$ cat src/rtl/clock_time_counter_pkg.sv
// Shared definitions for the time-of-day core: set-mode encodings and BCD digit width.
package clock_time_counter_pkg;
  localparam int DIGIT_W = 4;

  typedef enum logic [1:0] {
    RUN      = 2'd0,
    SET_MIN  = 2'd1,
    SET_HOUR = 2'd2
  } mode_t;
endpackage

$ cat src/rtl/clock_time_counter_bcd.sv
// Two-digit BCD counter that wraps to 00 after MAX_VAL; wrap flags the incrementing step that wraps.
module bcd_mod_counter
  import clock_time_counter_pkg::*;
#(
  parameter int MAX_VAL = 59
) (
  input  logic               ck,
  input  logic               reset,
  input  logic               inc,
  output logic [DIGIT_W-1:0] units,
  output logic [DIGIT_W-1:0] tens,
  output logic               wrap
);
  localparam logic [DIGIT_W-1:0] MAX_UNITS = DIGIT_W'(MAX_VAL % 10);
  localparam logic [DIGIT_W-1:0] MAX_TENS  = DIGIT_W'(MAX_VAL / 10);

  logic at_max;

  assign at_max = (tens == MAX_TENS) && (units == MAX_UNITS);
  assign wrap   = inc && at_max;

  always_ff @(posedge ck or negedge reset) begin
    if (!reset) begin
      units <= '0;
      tens  <= '0;
    end else if (inc) begin
      if (at_max) begin
        units <= '0;
        tens  <= '0;
      end else if (units == DIGIT_W'(9)) begin
        units <= '0;
        tens  <= tens + DIGIT_W'(1);
      end else begin
        units <= units + DIGIT_W'(1);
      end
    end
  end
endmodule

$ cat src/rtl/clock_time_counter.sv
// Time-of-day core: counts minute strobes into BCD hh:mm, with a button-driven set mode.
module clock_time_counter
  import clock_time_counter_pkg::*;
#(
  parameter int HOUR_MAX = 23,
  parameter int MIN_MAX  = 59
) (
  input  logic               ck,
  input  logic               reset,
  input  logic               min_hit,
  input  logic               btn_mode,
  input  logic               btn_inc,
  output logic [DIGIT_W-1:0] min_units,
  output logic [DIGIT_W-1:0] min_tens,
  output logic [DIGIT_W-1:0] hour_units,
  output logic [DIGIT_W-1:0] hour_tens,
  output logic [1:0]         mode,
  output logic               day_wrap
);
  mode_t state;
  logic  mode_q, inc_q, armed;
  logic  mode_ev, inc_ev;
  logic  min_inc, hour_inc, min_wrap, hour_wrap;

  // armed stays low for the first edge after reset so a button held through release is not an event
  assign mode_ev = armed && btn_mode && !mode_q;
  assign inc_ev  = armed && btn_inc && !inc_q;
  assign mode    = state;

  always_comb begin
    min_inc  = 1'b0;
    hour_inc = 1'b0;
    case (state)
      RUN: begin
        min_inc  = min_hit;
        hour_inc = min_hit && min_wrap;
      end
      SET_MIN:  min_inc  = inc_ev && !mode_ev;
      SET_HOUR: hour_inc = inc_ev && !mode_ev;
      default: ;
    endcase
  end

  always_ff @(posedge ck or negedge reset) begin
    if (!reset) begin
      state    <= RUN;
      mode_q   <= 1'b0;
      inc_q    <= 1'b0;
      armed    <= 1'b0;
      day_wrap <= 1'b0;
    end else begin
      armed    <= 1'b1;
      mode_q   <= btn_mode;
      inc_q    <= btn_inc;
      day_wrap <= (state == RUN) && hour_wrap;
      case (state)
        RUN:      if (mode_ev) state <= SET_MIN;
        SET_MIN:  if (mode_ev) state <= SET_HOUR;
        SET_HOUR: if (mode_ev) state <= RUN;
        default:  state <= RUN;
      endcase
    end
  end

  bcd_mod_counter #(.MAX_VAL(MIN_MAX)) u_min (
    .ck    (ck),
    .reset (reset),
    .inc   (min_inc),
    .units (min_units),
    .tens  (min_tens),
    .wrap  (min_wrap)
  );

  bcd_mod_counter #(.MAX_VAL(HOUR_MAX)) u_hour (
    .ck    (ck),
    .reset (reset),
    .inc   (hour_inc),
    .units (hour_units),
    .tens  (hour_tens),
    .wrap  (hour_wrap)
  );
endmodule
$ cat config.mk
export PLATFORM = sky130hd
export DESIGN_NAME = clock_time_counter
export DESIGN_NICKNAME = d
export VERILOG_FILES = /design/src/rtl/clock_time_counter_pkg.sv /design/src/rtl/clock_time_counter_bcd.sv /design/src/rtl/clock_time_counter.sv
export SDC_FILE = /design/constraint.sdc
export NUM_CORES = 1
export LEC_CHECK = 0
export ABC_AREA = 1
export CORE_UTILIZATION = 50
export CTS_BUF_LIST = sky130_fd_sc_hd__clkbuf_4 sky130_fd_sc_hd__clkbuf_8
export CTS_CLUSTER_SIZE = 16
export DETAILED_ROUTE_END_ITERATION = 16
export PLACE_DENSITY_LB_ADDON = 0.25
export SETUP_SLACK_MARGIN = 0.2
export SLEW_MARGIN = 30
export SYNTH_ARGS = -nofsm -noshare
export SYNTH_HDL_FRONTEND = slang
export SYNTH_SLANG_ARGS = --single-unit
$ cat constraint.sdc
create_clock -name ck -period 2.1 [get_ports ck]
set_input_delay 0.42 -clock ck [delete_from_list [all_inputs] [get_ports ck]]
set_output_delay 0.42 -clock ck [all_outputs]
set_load 0.01 [all_outputs]
==> Word level (Yosys, flattened, before mapping) <==
Index checks and enable logic that the tools add are counted.
{ "op_classes": {"add_sub_neg": 4, "eq_ne": 10, "muxes": 14, "n_reduce_logical": 20} }
{ "op_table": {"columns": ["op", "n"], "rows": [
  ["$mux 4", 8],
  ["$add 4x1->4 const B", 4],
  ["$logic_and 1x1->1", 11],
  ["$eq 4x2->1 const B", 2],
  ["$eq 4x4->1 const B", 2],
  ["$mux 2", 3],
  ["$ne 2x2->1 const B", 3],
  ["$pmux 2 s3", 1],
  ["$eq 4x3->1 const B", 1],
  ["$pmux 1 s2", 2],
  ["$reduce_and 2->1", 2],
  ["$reduce_bool 2->1", 2],
  ["$logic_not 1->1", 3],
  ["$reduce_and 3->1", 1],
  ["$eq 2x1->1 const B", 1],
  ["$eq 2x2->1 const B", 1],
  ["$logic_not 2->1", 1]
]} }
{ "totals": {"ff_bits": 22, "in_bits": 5, "output_inout_bits": 19, "wordCells": 57} }

==> Depth between registers and ports, before layout <==
{ "depth": {"ltp_word": 10, "ltp_mapped": 9} }

==> Cells and area by module <==
Synthesis repeated with hierarchy kept, for this count alone.
{ "hier_totals": {"cells_unflattened": 145, "hier_area_um2": 1197.4} }
{ "by_module_without_submodules": {"columns": ["mod", "instances", "cells_each", "area_per_inst_um2", "seq_area_each_um2"], "rows": [
  ["bcd_mod_counter (u_hour)", 1, 58, 494.2, 200.2],
  ["bcd_mod_counter (u_min)", 1, 57, 440.4, 200.2],
  ["clock_time_counter", 1, 30, 262.8, 150.1]
]} }

==> Worst setup path after synthesis <==
OpenSTA, ideal clock, no wires.
{ "synth_timing": {"path_type": "reg2reg", "start": "reg u_hour.tens[0]", "end": "reg u_hour.tens[2]", "t_arrival_ns": 1.295, "required_time_ns": 1.983, "path_slack_ns": 0.688, "stages_incl_launch_ff": 9, "synth_period_minus_slack_ns": 1.412, "path_cell_list": "dfrtp_1 inv_1 ha_1 nand2_1 nand3b_1 nand2_1 nand2_1 nand2_1 nand2_1"} }
{ "synth_via": {"elab_chain_cells": 4} }
{ "synth_rtl": {"columns": ["item", "line", "rtl"], "rows": [
  ["from (decl)", "clock_time_counter_bcd.sv:11", "output logic [DIGIT_W-1:0] tens,"],
  ["from (signal assigned)", "clock_time_counter_bcd.sv:32", "tens <= tens + DIGIT_W'(1);"],
  ["parallel branches: the longest is 4 deep, another holds $add 4x1->4", null, null]
]} }
Parallel ways; which one is timed is not known. The select of a mux whose other input is x is not followed.
A chain may end at the register's enable or synchronous reset.

==> Final worst setup path <==
{ "layout_timing": {"start": "reg u_min.tens[0]", "end": "out min_tens[0]"} }
{ "layout_rtl": {"columns": ["item", "line", "rtl"], "rows": [
  ["from (decl)", "clock_time_counter_bcd.sv:11", null],
  ["from (signal assigned)", "clock_time_counter_bcd.sv:32", null],
  ["to (decl)", "clock_time_counter.sv:14", "output logic [DIGIT_W-1:0] min_tens,"]
]} }
No word-level cell between the ends.

==> results.md <==
- DRC viols: 0
- Nets@finish: 191
- CTS tree: yes
- Final Cell Area: 1520 um2
- Util after Layout: 67.2%
- Final worst path period share: 86.2%
- Layout Cells excl Fill: 205
- Unrepaired setup endpoints after global routing: false
- Via density: 5.05
- CP Class: flop to primary output
- Critical Path Max Stage Delay: 0.59 ns
- CTS H-tree lvls: 1
- CTS max path bufs: 2
- Worst Path Arrival: 1.39 ns
- Placed inst area: 1480 um2
- Core Area: 2250 um2
- Post-synthesis sequential area ratio: 44.9%
- Count of cell types in the netlist: 18
- Max cap viols: 0
- CTS buffer count: 3
- Area of the multi-input gates: 584 um2
- Post-synth top area cell: dfrtp_1
- P_sw: 0.000550 W
- Min Clock Period, post-route: 1.81 ns
- Mapped Area: 1220 um2
- Switch share: 37.6%
- Ports: 24
- R2R setup slack: 0.44 ns
- DP HPWL: 1.78 mm
- Die height: 51.5 um
- Resize count post-CTS: 0
- Mapped Nets: 164
- Detail Route Antenna Nets: 0
- ANT cells: 0
- Crit Path Max Fanout: 7
- Clk network pwr share: 16.1%
- Setup violators final: 0
- Sequential cell area: 551 um2
- Crit path cell chain: clkdlybuf4s50_1
- PortBufs: 23
- FP Rows: 17
- CTS root buffer: clkbuf_4
- CP startpoint kind: flop
- Hold buffer count at CTS: 0
- Post-DR wirelength/cell: 11.8 um
- Total routed wirelength: 2.43 mm
- Via total after detailed routing: 1035
- Worst path slowest cell: clkdlybuf4s50_1
- Worst EP required: 1.68 ns
- Gate power share: 40.5%
- GRT Total Usage: 21.5%
- Largest delay share family, worst path: buffers and inverters
- Stages on worst setup path: 1
- Synthesized area per cell: 8.11 um2
- Pre-Repair DR Iteration Count: 4
- Hold Violations, Final: 0
- Setup TNS: 0 ns
- Layout cells sized above 1: 6.21%
- First-pass GRT wire length: 4.14 mm
- Synth-to-layout area growth: 23.7%
- Ys Warns: 0
- Hold WS: 0.435 ns
- Hold Crit Class: input port to asynchronous set/reset pin
- Vias in the first global route: 991
- Setup Skew: 0.00209 ns
- Worst setup EP type: primary output
- Cell count after synthesis: 151
- Max VDD drop: 773 uV
- Initial antenna violation count: 0
- Worst Reg-to-Reg Cells: 9
- Skew-Pair Late Insertion Delay: 0.31 ns
- Worst setup path startpoint: u_min.tens[0]
- Peak Freq: 553 MHz
- Critical R2R Launch: u_min.units[1]
- Starting DRT DRC Count: 22
- Status: finished clean
- GP Congestion: 0.769
- Placed cells: 201
- Die width: 51.5 um
- Leak pwr: 0.811 nW
- Top_reg_cell synth: dfrtp_1
- Count of pins over their slew limit: 0
- Power density cells: 964 nW/um2
- Buffers & Inverters on Critical Path: 1
- Ranking of synthesized cells by area: dfrtp_1, nand2_1, ha_1
- Reg power frac: 43.4%
- Internal Power: 0.000911 W
- Post-synth EDFFs: 0
- Initial Utilization: 54.3%
- CTS Sinks: 22
- Die Area: 2650 um2
- # Post-CTS Setup Buffers: 0
- Fillers: 199
- Synth top area share: 44.9%
- Post-synthesis register bit count: 22
- Largest net degree at the start of global routing: 23
- Clock slew at reported path FFs: 0.12 ns
- Gr ovfl total: 0
- Ys async rst share: 100%
-- sequential cells by signal (all words and copies together) (netlist names) --
signal	count
armed	1
mode	2
mode_q	1
u_hour.tens	4
u_min.units	4
u_hour.units	4
u_min.tens	4
day_wrap	1
inc_q	1
-- through the flow --
| step | worst slack, ns | power [W] |
|---|---|---|
| floorplan | 0.688 | 0.000958 |
| global placement | 0.272 | 0.00119 |
| detailed placement | 0.185 | 0.00124 |
| CTS | 0.267 | 0.00148 |
| global route | 0.210 | 0.00157 |
| finish | 0.290 | 0.00146 |
-- placed cells by master (no fill, tap or decap), types with 3 or more instances in the layout --
cell type / netlist / layout
clkbuf_4: 0 / 3
clkdlybuf4s50_1: 0 / 23
dfrtp_1: 22 / 22
ha_1: 8 / 8
inv_1: 19 / 19
nand2_1: 42 / 42
nand2_2: 3 / 3
nand3_1: 20 / 20
nand3b_1: 3 / 3
nor2_1: 15 / 15
o21ai_0: 5 / 5
xor2_1: 6 / 6
-- cell type report --
| class | instances | share of cell area, % |
|---|---|---|
| Timing Repair Buffer | 24 | 15.7 |
| Inverter | 19 | 4.71 |
| Tap cell | 28 | 2.31 |
| Multi-Input combinational cell | 108 | 38.6 |
| Sequential cell | 22 | 36.3 |
| Clock buffer | 4 | 2.39 |
-- cells in the mapped netlist, types with 3 or more instances --
library cell,n
dfrtp_1,22
ha_1,8
inv_1,19
nand2_1,42
nand2_2,3
nand3_1,20
nand3b_1,3
nor2_1,15
o21ai_0,5
xor2_1,6
-- power by group through the flow --
stage	Sequential, W	Combinational [W]	Clock (W)
2_1_floorplan	0.000663	0.000296	0
3_3_place_gp	0.000635	0.000557	0
3_5_place_dp	0.000643	0.000596	0
4_1_cts	0.000636	0.000600	0.000245
5_1_grt	0.000647	0.000666	0.000260
6_report	0.000634	0.000591	0.000235
-- routing by layer --
metal	share of wire (%)	track usage, %	wire length (um)
met1	44	24.0	1070
met2	48	37.7	1180
met3	4.8	5.56	117
met4	2.3	10.4	57
met5	0	0	0
-- kinds of logic after synthesis --
kind of cell	count (synthesis)	share of synthesized area (%)
adders and majority gates	8	8.17
AOI/OAI and AO/OA	5	2.04
other	1	0.306
and+or+nand+nor	86	31.3
muxes	1	0.919
DFF	22	44.9
buffers and inverters	21	7.35
xor gates and xnor gates	7	5.01
-- path summary, 6_finish.rpt --
kind / to
setup / recovery: min_tens[0]
hold / removal: u_min.tens[0]
setup reg to reg: u_hour.tens[1]
hold reg to reg: day_wrap
max in group asynchronous: mode_q
min in group ck: day_wrap
-- worst register-to-register path, stage by stage, from the launching register on --
cell	delay [ns]
dfrtp_1	0.43
inv_1	0.10
ha_1	0.17
nand3_2	0.14
nor2_4	0.18
nand2_2	0.06
nand2_2	0.19
nand2_1	0.15
nand2_1	0.10
nand2_1	0.05
No activity file was read; power rests on OpenSTA's default activity.
